`src/rtl/ghost_mode_scheduler.sv`:
```
// ghost_mode_scheduler: frame-timed scatter/chase/frightened ghost mode sequencer
// with staggered ghost release and per-fright eat tracking.
module ghost_mode_scheduler #(
  parameter int SCATTER_FRAMES = 420,
  parameter int CHASE_FRAMES   = 1200,
  parameter int FRIGHT_FRAMES  = 360,
  parameter int FLASH_FRAMES   = 120,
  parameter int RELEASE_GAP    = 240
) (
  input  logic       vga_pix_clk,
  input  logic       rst_n,
  input  logic       frame_stb,
  input  logic       level_start,
  input  logic       power_pellet,
  input  logic       pac_dead,
  input  logic [3:0] ghost_eaten,
  output logic [1:0] mode,
  output logic       reverse,
  output logic       flash,
  output logic [3:0] released,
  output logic [3:0] eaten,
  output logic [2:0] eat_count,
  output logic [2:0] phase
);
  typedef enum logic [1:0] {IDLE, SCATTER, CHASE, FRIGHT} state_t;
  localparam int PT_MAX = SCATTER_FRAMES > CHASE_FRAMES ? SCATTER_FRAMES : CHASE_FRAMES;
  localparam int PTW = $clog2(PT_MAX + 1);
  localparam int FTW = $clog2(FRIGHT_FRAMES + 1);
  localparam int RTW = $clog2(3 * RELEASE_GAP + 1);
  localparam logic [PTW-1:0] S_END = PTW'(SCATTER_FRAMES - 1);
  localparam logic [PTW-1:0] C_END = PTW'(CHASE_FRAMES - 1);
  localparam logic [FTW-1:0] F_END = FTW'(FRIGHT_FRAMES - 1);
  localparam logic [FTW-1:0] FL_START = FTW'(FRIGHT_FRAMES - FLASH_FRAMES);
  localparam logic [RTW-1:0] G1 = RTW'(RELEASE_GAP);
  localparam logic [RTW-1:0] G2 = RTW'(2 * RELEASE_GAP);
  localparam logic [RTW-1:0] G3 = RTW'(3 * RELEASE_GAP);
  state_t state, state_n, saved, saved_n;
  logic [PTW-1:0] pt, pt_n;
  logic [FTW-1:0] ft, ft_n;
  logic [RTW-1:0] rt, rt_n;
  logic [3:0] eaten_n, released_n, q;
  logic [2:0] cnt_n, phase_n, q_cnt;
  logic rev_n, flash_n, rst_i;
  logic [1:0] rst_q;
  // Async assert, clock-synchronous release of the internal reset
  always_ff @(posedge vga_pix_clk or negedge rst_n)
    if (!rst_n) rst_q <= 2'b00;
    else rst_q <= {rst_q[0], 1'b1};
  assign rst_i = rst_q[1];
  assign mode = state;
  assign q = ghost_eaten & released & ~eaten;
  assign q_cnt = 3'(q[0]) + 3'(q[1]) + 3'(q[2]) + 3'(q[3]);
  always_comb begin
    state_n = state;
    saved_n = saved;
    pt_n = pt;
    ft_n = ft;
    rt_n = rt;
    eaten_n = eaten;
    cnt_n = eat_count;
    phase_n = phase;
    rev_n = 1'b0;
    if (level_start) begin
      state_n = SCATTER;
      saved_n = IDLE;
      pt_n = '0;
      ft_n = '0;
      rt_n = '0;
      eaten_n = '0;
      cnt_n = '0;
      phase_n = '0;
    end else if (pac_dead) begin
      state_n = IDLE;
      saved_n = IDLE;
      pt_n = '0;
      ft_n = '0;
      rt_n = '0;
      eaten_n = '0;
      cnt_n = '0;
      phase_n = '0;
    end else if (state != IDLE) begin
      rt_n = (frame_stb && rt != G3) ? rt + 1'b1 : rt;
      if (power_pellet) begin
        saved_n = (state == FRIGHT) ? saved : state;
        state_n = FRIGHT;
        ft_n = '0;
        eaten_n = '0;
        cnt_n = '0;
        rev_n = 1'b1;
      end else if (state == FRIGHT) begin
        if (frame_stb && ft == F_END) begin
          state_n = saved;
          ft_n = '0;
          eaten_n = '0;
          cnt_n = '0;
        end else begin
          ft_n = frame_stb ? ft + 1'b1 : ft;
          eaten_n = eaten | q;
          cnt_n = eat_count + q_cnt;
        end
      end else if (frame_stb) begin
        if ((state == SCATTER && pt == S_END) || (state == CHASE && pt == C_END && phase != 3'd7)) begin
          state_n = (state == SCATTER) ? CHASE : SCATTER;
          pt_n = '0;
          phase_n = phase + 3'd1;
          rev_n = 1'b1;
        end else if (!(state == CHASE && pt == C_END)) begin
          pt_n = pt + 1'b1;
        end
      end
    end
    released_n = {rt_n >= G3, rt_n >= G2, rt_n >= G1, state_n != IDLE};
    flash_n = (state_n == FRIGHT) && (ft_n >= FL_START);
  end
  always_ff @(posedge vga_pix_clk or negedge rst_i)
    if (!rst_i) begin
      state <= IDLE;
      saved <= IDLE;
      pt <= '0;
      ft <= '0;
      rt <= '0;
      eaten <= '0;
      eat_count <= '0;
      phase <= '0;
      released <= '0;
      reverse <= 1'b0;
      flash <= 1'b0;
    end else begin
      state <= state_n;
      saved <= saved_n;
      pt <= pt_n;
      ft <= ft_n;
      rt <= rt_n;
      eaten <= eaten_n;
      eat_count <= cnt_n;
      phase <= phase_n;
      released <= released_n;
      reverse <= rev_n;
      flash <= flash_n;
    end
endmodule

```
`config.mk`:
```
export PLATFORM = sky130hd
export DESIGN_NAME = ghost_mode_scheduler
export DESIGN_NICKNAME = d
export VERILOG_FILES = /design/src/rtl/ghost_mode_scheduler.sv
export SDC_FILE = /design/constraint.sdc
export NUM_CORES = 1
export LEC_CHECK = 0
export ABC_AREA = 1
export BUFFER_PORTS_ARGS = -buffer_cell sky130_fd_sc_hd__buf_4
export CELL_PAD_IN_SITES_DETAIL_PLACEMENT = 1
export CELL_PAD_IN_SITES_GLOBAL_PLACEMENT = 1
export CORE_ASPECT_RATIO = 0.9
export CORE_MARGIN = 5
export CORE_UTILIZATION = 46
export CTS_BUF_LIST = sky130_fd_sc_hd__clkbuf_4
export DETAILED_ROUTE_END_ITERATION = 12
export PLACE_DENSITY_LB_ADDON = 0.1
export SLEW_MARGIN = 20
export SYNTH_ARGS = -nofsm -noshare
export SYNTH_HDL_FRONTEND = slang
export SYNTH_SLANG_ARGS = --single-unit
```
`constraint.sdc`:
```
create_clock -name vga_pix_clk -period 2 [get_ports vga_pix_clk]
set_input_delay 0.1 -clock vga_pix_clk [delete_from_list [all_inputs] [get_ports vga_pix_clk]]
set_output_delay 0.1 -clock vga_pix_clk [all_outputs]
set_load 0.05 [all_outputs]
```
==> results of run 1 <==
## synth_stat cells (all sizes together)
master  number
o21ai       26
buf          3
nand4        8
nor3         8
a31oi        1
inv         71
nand3       50
nand2       92
o21bai       1
o21a         2
o31ai        2
o22ai        2
ha           6
dfrtp       52
xor2         4
xnor2        2
fa           3
nor4         1
nand3b       2
clkinv       2
nor3b        1
a21oi       12
a221oi       1
conb         1
nor2        50
a21boi       1
## how the worst min path moves through the flow
stage | from | to | slack, ns | depth (start not counted)
final | level_start | mode[0] | 0.02 | 3
after global routing | level_start | mode[0] | 0.01 | 3
after CTS | level_start | mode[0] | 0.005 | 3
after detailed placement | rst_n | rst_q[0] | -0.12 | 1
after global placement | rst_n | rst_q[0] | -0.12 | 1
after floorplan | rst_n | rst_q[0] | -0.20 | 0
## logic make-up after synthesis
logic type	count (synthesis)
AOI/OAI and AO/OA	48
xor gates and xnor gates	6
adders and majority gates	9
buffers and inverters	76
DFF	52
other	1
and+or+nand+nor	212
## routing by layer
layer / vias to the layer above / wire, µm
met4: 0 / 92
met3: 10 / 192
met2: 25 / 3990
met5: - / 0
met1: 1347 / 3670
li1: 1369 / -
## power breakdown
group          switching, µW  internal (µW)  leakage, µW
sequential              27.0           1070     0.000702
clock                    353            261    0.0000412
combinational            175           84.9      0.00104
## worst reg2reg max path, stage by stage, from the launching register on
cell	delay, ns
dfrtp_2	0.44
nand2_2	0.08
nor2_2	0.05
fa_1	0.51
inv_1	0.06
fa_2	0.33
inv_2	0.06
fa_1	0.40
inv_1	0.07
o21ai_1	0.05
## registers in the layout (all words and copies together) (netlist names)
register	flops
pt	11
rt	10
ft	9
eaten	4
released	4
eat_count	3
phase	3
mode	2
rst_q	2
saved	2
flash	1
reverse	1
## stage by stage
step	setup slack (ns)	TNS, ns
after floorplan	-0.206	-0.390
after global placement	-0.0691	-0.0691
after detailed placement	-0.132	-0.244
after CTS	-0.141	-0.226
after global routing	-0.218	-0.435
final	-0.125	-0.201
## repair_timing
action	in CTS	in global routing
buffers inserted	0	3
resized for setup	2	6
pin swaps	1	0
hold buffers	2	0
hold endpoints to repair	2	0
setup endpoints to repair	2	10
gates cloned	0	0
## final cells by class
class,instances,area [µm²],area share (%)
Multi-Input combinational cell,276,1530,42.4
Timing Repair Buffer,37,295,8.19
Sequential cell,52,1310,36.3
Inverter,73,278,7.71
Clock buffer,5,37.5,1.04
Tap cell,90,113,3.12
Clock inverter,3,42.5,1.18
==> results.ini, run 1 <==
[status]
status = finished with violations
violations = setup timing

[critical_path]
crit_start = released[2]
crit_end = eat_count[1]
rr_startpoint = released[2]
rr_endpoint = eat_count[1]
critPathTopFamily = adder cells
cp_slowest_cell = fa_1
worstSetupPathDepth = 9
startpoint_type = register
crit_arrival_ns = 2.41
path_class = register to register
worstPathMaxFanout = 2
required_ns = 2.29
path_cells = nand2_2 > nor2_2 > fa_1 > inv_1 > fa_2 > inv_2 > fa_1 > inv_1 > o21ai_1
r2r_slack_ns = -0.13
end_kind = register
cp.buffers_inverters = 3
reg2reg_depth = 9
max_stage_delay_ns = 0.51

[layout]
fillers = 863
synthToLayoutAreaGrowth_pct = 16.5
final_nets = 464
final_cell_area_um2 = 3600
drive_gt1_share_pct = 20.0
fin_util_pct = 55.0
final_common_cell = nand2_1
num_antenna_cells = 0
final-instance-count-excl-fill = 536
final_cell_mix = nand2_1 (83), inv_1 (64), nand3_1 (45), dfrtp_1 (45), nor2_1 (40)

[drt]
via_per_inst = 5.13
ant_nets = 0
routed_wl_um = 7940
wire_per_inst_um = 14.8
num_vias = 2751
drtIter0Drc = 91
dr.pass1.iters = 4
drc = 0

[synthesis]
syn_inst = 404
synth_top_area_share_pct = 42.0
ys_ff_latch = 52
ys_seq_area_share_pct = 42.0
syn_area_um2 = 3100
yosys.area_share.simple_pct = 33.2
synth_compound_gate_area_share_pct = 9.09
synthTopCellsByArea = dfrtp_1 (42%), nand2_1 (10%), inv_1 (8.0%)
synth_top_family_by_area = simple AND/OR/NAND/NOR gates
synth_mux_area_share_pct = 0
synth_fa_ha_area_share_pct = 4.37
yosysWarnings = 0
yosysTopAreaCell = dfrtp_1
synth_nets = 423
avgSynthCellArea_um2 = 7.66
synth_xor_area_share_pct = 1.70
yosysUniqueCellTypes = 40

[cts]
cts_buffers = 5
clk_pin_slew_worst_paths_ns = 0.16
clock_path_buffers = 2
cts_tree = yes
cts_root_buffer = clkbuf_4
clock_latency_ns = 0.38
clock_sinks = 52
htree_num_levels = 2

[global_routing]
antenna_found_initial = 0
use_met2_pct = 36.8
track_usage_pct = 21.0
grt_pass1_vias = 3009
grt_overflow = 0
grt_max_degree = 27
grt_pass1_wl_um = 13900
gr-usage-met1_pct = 26.7
use_met3_pct = 3.44
grt_busiest_layer = met2

[timing]
finalCritPeriodShare_pct = 106
fmaxAchievable_ghz = 0.471
worst-slew-pin-transition_ns = 0.584
hold-worst-slack_ns = 0.0189
worst_slack_ns = -0.125
skew_ns = 0.00798
final.min_clock_period_ns = 2.13
slew_violations = 0
rsz0062_at_grt = yes
finalHoldViolCount = 0
setup_viol = 2
slew_headroom_pct = 61.1

[floorplanning]
die-area_um2 = 8470
rows = 28
die_w_um = 96.5
io_pins = 28
die_h_um = 87.8
initial_core_util_pct = 47.2
fp.coreArea_um2 = 6550

[placement]
globalplace.congestion = 0.810
placed_cells = 523
numPortBuffers = 27
dpl_cell_area_um2 = 3460
dp_hpwl_um = 6200

[power_and_ir_drop]
peakVddDrop_mv = 0.359
power.leakage_uw = 0.00178
fin_total_pwr_uw = 1970
power.density_nw_per_um2 = 547

[run]
cap_violations = 0

[hold_path]
hold_path_class = input port to register

No activity file was read; power rests on OpenSTA's default activity.
==> run 2: changes to the inputs <==
Settings changed: CELL_PAD_IN_SITES_DETAIL_PLACEMENT 1 to 0.
==> run 2 against run 1 <==
Compared with the run above:
- the flow still finishes with violations (setup timing)
- worst setup slack better by 0.0071 ns
- first-iteration DRC count is 22% lower
- utilization is 0.29 points higher
- count of clock-buffer cells in the layout stayed put
- total power is 12% higher
- critical path depth stayed put
- clock power is 41% higher
- global-route usage is 2.5 points lower
- maximum frequency is 0.33% higher
==> results.ini, run 2 (synthesis results as in run 1) <==
[cts]
clock_path_buffers = 2  ; unchanged
clock_latency_ns = 0.38  ; about the same
cts_tree = yes  ; unchanged
clk_pin_slew_worst_paths_ns = 0.16  ; about the same
clock_sinks = 52  ; unchanged
cts_buffers = 5  ; unchanged
htree_num_levels = 2  ; unchanged
cts_root_buffer = clkbuf_4  ; unchanged

[timing]
slew_headroom_pct = 60.9  ; was 61.1%
worst_slack_ns = -0.118  ; was -0.125 ns
skew_ns = 0.0147  ; was 0.00798 ns
final.min_clock_period_ns = 2.12  ; was 2.13 ns
finalHoldViolCount = 0  ; unchanged
rsz0062_at_grt = yes  ; unchanged
finalCritPeriodShare_pct = 106  ; about the same
fmaxAchievable_ghz = 0.472  ; was 0.471 GHz
worst-slew-pin-transition_ns = 0.587  ; was 0.584 ns
setup_viol = 2  ; unchanged
slew_violations = 0  ; unchanged

[critical_path]
path_class = register to register  ; unchanged
crit_arrival_ns = 2.40  ; was 2.41 ns
rr_startpoint = released[2]  ; unchanged
path_cells = nand2_2 > nor2_2 > fa_1 > inv_1 > fa_2 > inv_2 > fa_1 > inv_1 > o21ai_2  ; was nand2_2 > nor2_2 > fa_1 > inv_1 > fa_2 > inv_2 > fa_1 > inv_1 > o21ai_1
end_kind = register  ; unchanged
cp.buffers_inverters = 3  ; unchanged
critPathTopFamily = adder cells  ; unchanged
crit_start = released[2]  ; unchanged
worstPathMaxFanout = 2  ; unchanged
cp_slowest_cell = fa_1  ; unchanged
startpoint_type = register  ; unchanged
max_stage_delay_ns = 0.50  ; was 0.51 ns
required_ns = 2.29  ; about the same

[floorplanning]
initial_core_util_pct = 47.2  ; unchanged
die_h_um = 87.8  ; unchanged
rows = 28  ; unchanged
die-area_um2 = 8470  ; unchanged
die_w_um = 96.5  ; unchanged
fp.coreArea_um2 = 6550  ; unchanged
io_pins = 28  ; unchanged

[drt]
via_per_inst = 4.99  ; was 5.13
wire_per_inst_um = 13.1  ; was 14.8 µm
dr.pass1.iters = 4  ; unchanged
drc = 0  ; unchanged
routed_wl_um = 7000  ; was 7940 µm
num_vias = 2661  ; was 2751
drtIter0Drc = 71  ; was 91
ant_nets = 0  ; unchanged

[power_and_ir_drop]
power.leakage_uw = 0.00179  ; was 0.00178 µW
peakVddDrop_mv = 0.435  ; was 0.359 mV
power.density_nw_per_um2 = 611  ; was 547 nW/µm²
fin_total_pwr_uw = 2210  ; was 1970 µW

[status]
violations = setup timing  ; unchanged
status = finished with violations  ; unchanged

[layout]
synthToLayoutAreaGrowth_pct = 17.1  ; was 16.5%
final_common_cell = nand2_1  ; unchanged
top_register = pt  ; unchanged
largest_registers = pt: 11 flops, rt: 10 flops, ft: 9 flops  ; unchanged
fin_util_pct = 55.3  ; was 55.0%
drive_gt1_share_pct = 19.2  ; was 20.0%
num_antenna_cells = 0  ; unchanged
largest_reg_flops = 11  ; unchanged
final-instance-count-excl-fill = 533  ; was 536
final_cell_mix = nand2_1 (84), inv_1 (65), nand3_1 (45), dfrtp_1 (45), nor2_1 (40)  ; was nand2_1 (83), inv_1 (64), nand3_1 (45), dfrtp_1 (45), nor2_1 (40)
final_nets = 461  ; was 464

[global_routing]
grt_max_degree = 27  ; unchanged
grt_overflow = 0  ; unchanged
grt_pass1_vias = 2680  ; was 3009
track_usage_pct = 18.4  ; was 21.0%
antenna_found_initial = 0  ; unchanged
grt_pass1_wl_um = 12300  ; was 13900 µm

[hold_path]
hold_path_class = input port to asynchronous set/reset pin  ; was input port to register

[placement]
globalplace.congestion = 0.810  ; unchanged
pre_cts_ws_ns = -0.0869  ; was -0.132 ns
dp_hpwl_um = 5320  ; was 6200 µm
placed_cells = 523  ; unchanged
numPortBuffers = 27  ; unchanged

[run]
cap_violations = 0  ; unchanged

-- run 2: where the power goes --
part	leakage (µW)	total, µW	internal, µW	switching [µW]
Clock	0.0000654	866	515	352
Sequential	0.000702	1100	1070	27.0
Combinational	0.00102	249	79.6	169
-- run 2: layout make-up --
class / count / area (µm²)
clock inverter: 3 / 90.1
clock buffer: 5 / 37.5
inverter: 73 / 278
sequential: 52 / 1310
tap: 90 / 113
multi-input combinational: 276 / 1530
fill: 636 / 2930
timing repair buffer: 34 / 270
-- run 2: worst paths after layout --
kind | to | slack (ns) | depth (start not counted)
max in group asynchronous | mode[0] | 1.18 | 1
max reg2reg | eat_count[1] | -0.12 | 9
min in group vga_pix_clk | mode[0] | 0.03 | 3
max | eat_count[1] | -0.12 | 9
min reg2reg | saved[1] | 0.27 | 0
min | rst_q[1] | 0.03 | 2
-- run 2: timing repair --
action                                  4_1_cts  5_1_grt
gates resized for setup                       1        5
endpoints found under the setup margin        2        4
hold buffers                                  1        0
endpoints found under the hold margin         2        0
pin swaps                                     2        0
setup buffers                                 0        1
-- run 2: routing by layer --
metal  track usage, %  up-vias  part of all wire [%]
met5                0        -                     0
met4             4.59        0                  0.97
met3             3.35        7                   2.9
met2             31.3       34                    48
met1             24.3     1255                    48
li1                 -     1365                     -
-- run 2: per-stage QoR --
stage	TNS (ns)	instance area [µm²]	hold WS, ns
3_3_place_gp	-0.0691	3460	-0.118
3_5_place_dp	-0.128	3460	-0.117
5_1_grt	-0.312	3620	0.0241
2_1_floorplan	-0.390	3110	-0.196
4_1_cts	-0.165	3600	0.00179
6_report	-0.157	3620	0.0265
==> run 3: changes to the inputs <==
Settings changed: BUFFER_PORTS_ARGS -buffer_cell sky130_fd_sc_hd__buf_4 to unset, CORE_UTILIZATION 46 to 49, DONT_BUFFER_PORTS set to 1, SLEW_MARGIN 20 to unset.
==> run 3 against run 2 <==
Compared with the run above:
- the flow still finishes with violations (setup timing)
- highest routed layer unchanged
- worst setup slack improved by 0.023 ns
- combinational power decreased by 2%
- design area decreased by 2.3%
- critical path type unchanged
- utilization grew 2.3 points
- sequential power about the same
- clock power is 31% lower
- global-route usage grew 0.78 points
==> results.ini, run 3 (synthesis results as in run 1) <==
[status]
status = finished with violations  ; unchanged
violations = setup timing  ; unchanged

[power_and_ir_drop]
peakVddDrop_mv = 0.336  ; was 0.435 mV
power.density_nw_per_um2 = 546  ; was 611 nW/µm²
power.leakage_uw = 0.00172  ; was 0.00179 µW

[cts]
cts_root_buffer = clkbuf_4  ; unchanged
clock_latency_ns = 0.37  ; was 0.38 ns
cts_tree = yes  ; unchanged
clock_sinks = 52  ; unchanged
clk_pin_slew_worst_paths_ns = 0.15  ; was 0.16 ns
clock_path_buffers = 2  ; unchanged
htree_num_levels = 2  ; unchanged
cts_buffers = 5  ; unchanged
post-cts-setup-buffers = 0  ; unchanged

[drt]
dr.pass1.iters = 4  ; unchanged
ant_nets = 0  ; unchanged
drtIter0Drc = 116  ; was 71
wire_per_inst_um = 13.1  ; about the same
num_vias = 2626  ; was 2661
drc = 0  ; unchanged
routed_wl_um = 6880  ; was 7000 µm
via_per_inst = 5.01  ; was 4.99

[critical_path]
reg2reg_depth = 9  ; unchanged
path_cells = nand2_2 > nor2_2 > fa_1 > inv_2 > fa_2 > inv_2 > fa_1 > inv_1 > o21ai_1  ; was nand2_2 > nor2_2 > fa_1 > inv_1 > fa_2 > inv_2 > fa_1 > inv_1 > o21ai_2
path_class = register to register  ; unchanged
crit_arrival_ns = 2.37  ; was 2.40 ns
startpoint_type = register  ; unchanged
worstPathMaxFanout = 2  ; unchanged
r2r_slack_ns = -0.09  ; was -0.12 ns
cp_slowest_cell = fa_1  ; unchanged
rr_endpoint = eat_count[1]  ; unchanged
end_kind = register  ; unchanged
critPathTopFamily = adder cells  ; unchanged
rr_startpoint = released[2]  ; unchanged
cp.buffers_inverters = 3  ; unchanged
max_stage_delay_ns = 0.51  ; was 0.50 ns
required_ns = 2.27  ; was 2.29 ns

[layout]
synthToLayoutAreaGrowth_pct = 14.3  ; was 17.1%
final_cell_area_um2 = 3540  ; was 3620 µm²
largest_registers = pt: 11 flops, rt: 10 flops, ft: 9 flops  ; unchanged
final_nets = 455  ; was 461
final_cell_mix = nand2_1 (84), inv_1 (64), dfrtp_1 (46), nand3_1 (45), nor2_1 (41)  ; was nand2_1 (84), inv_1 (65), nand3_1 (45), dfrtp_1 (45), nor2_1 (40)
top_register = pt  ; unchanged
fillers = 619  ; was 636
final-instance-count-excl-fill = 524  ; was 533
num_antenna_cells = 0  ; unchanged
final_common_cell = nand2_1  ; unchanged
drive_gt1_share_pct = 15.3  ; was 19.2%
largest_reg_flops = 11  ; unchanged

[global_routing]
antenna_found_initial = 0  ; unchanged
use_met2_pct = 32.9  ; was 31.3%
grt_pass1_wl_um = 12500  ; was 12300 µm
gr-usage-met1_pct = 24.7  ; was 24.3%
grt_pass1_vias = 2783  ; was 2680
grt_overflow = 0  ; unchanged
grt_max_degree = 26  ; was 27
track_usage_pct = 19.2  ; was 18.4%
use_met3_pct = 3.72  ; was 3.35%
grt_busiest_layer = met2  ; unchanged

[floorplanning]
rows = 27  ; was 28
die-area_um2 = 8010  ; was 8470 µm²
die_h_um = 85.4  ; was 87.8 µm
initial_core_util_pct = 50.3  ; was 47.2%
io_pins = 28  ; unchanged
fp.coreArea_um2 = 6150  ; was 6550 µm²
die_w_um = 93.8  ; was 96.5 µm

[run]
cap_violations = 0  ; unchanged

[timing]
setup_viol = 2  ; unchanged
finalHoldViolCount = 0  ; unchanged
finalCritPeriodShare_pct = 105  ; was 106%
slew_violations = 0  ; unchanged
tns_ns = -0.144  ; was -0.157 ns
final.min_clock_period_ns = 2.09  ; was 2.12 ns
worst_slack_ns = -0.0947  ; was -0.118 ns
worst-slew-pin-transition_ns = 0.544  ; was 0.587 ns
rsz0062_at_grt = yes  ; unchanged
fmaxAchievable_ghz = 0.477  ; was 0.472 GHz
skew_ns = 0.0103  ; was 0.0147 ns
slew_headroom_pct = 63.7  ; was 60.9%

[hold_path]
holdPathEnd = flash
hold_start = frame_stb
hold_depth = 5
hold_path_class = input port to register  ; was input port to asynchronous set/reset pin

[placement]
numPortBuffers = 0  ; was 27
pre_cts_ws_ns = -0.113  ; was -0.0869 ns
dp_hpwl_um = 5300  ; was 5320 µm
globalplace.congestion = 0.826  ; was 0.810
dpl_cell_area_um2 = 3350  ; was 3460 µm²
placed_cells = 506  ; was 523

==> run 3: through the flow <==
stage / hold slack, ns / power, µW / util (%)
floorplan: -0.196 / 1280 / -
global placement: -0.196 / 1340 / 54.6
detailed placement: -0.196 / 1340 / 54.6
CTS: 0.0305 / 1970 / 57.5
global route: 0.0512 / 2050 / 57.6
finish: 0.0395 / 1930 / 57.6
==> run 3: area by class of cell <==
type                       count  area, µm²  area share [%]
sequential                    52       1310            37.0
tap                           87        109            3.08
clock buffer                   5       37.5            1.06
timing repair buffer          28        248            7.00
inverter                      73        278            7.85
clock inverter                 3       42.5            1.20
multi-input combinational    276       1520            42.8
==> run 3: worst max path at each step <==
stage,cells after the start,slack (ns),end,startpoint
after CTS,9,-0.11,eat_count[1],released[2]
after global routing,11,-0.18,eat_count[2],released[2]
final,9,-0.09,eat_count[1],released[2]
after floorplan,9,-0.21,eat_count[1],released[2]
after global placement,9,-0.07,eat_count[1],released[2]
after detailed placement,9,-0.11,eat_count[1],released[2]
==> run 3: what timing repair did <==
action | CTS | global route
endpoints found under the hold margin | 27 | 0
hold buffers | 10 | 0
setup endpoints to repair | 2 | 3
pin swaps | 2 | 0
gates resized for setup | 2 | 1
==> run 3: report_power, final <==
| part | switching, µW | internal (µW) | leakage (µW) |
|---|---|---|---|
| clock | 336 | 261 | 0.0000412 |
| combinational | 168 | 75.3 | 0.000979 |
| sequential | 22.8 | 1070 | 0.000703 |
==> run 3: worst reg2reg max path: cells and delay by family, from the launching register on <==
| kind | cells | cell delay (ns) |
|---|---|---|
| and+or+nand+nor | 2 | 0.12 |
| adders and majority gates | 3 | 1.24 |
| AOI/OAI and AO/OA | 1 | 0.05 |
| DFF | 1 | 0.44 |
| buffers and inverters | 3 | 0.16 |
==> run 3: routing by layer <==
layer,wire length [µm],share of wire (%)
met3,268,3.9
met1,3210,47
met5,0,0
met2,3300,48
met4,102,1.5
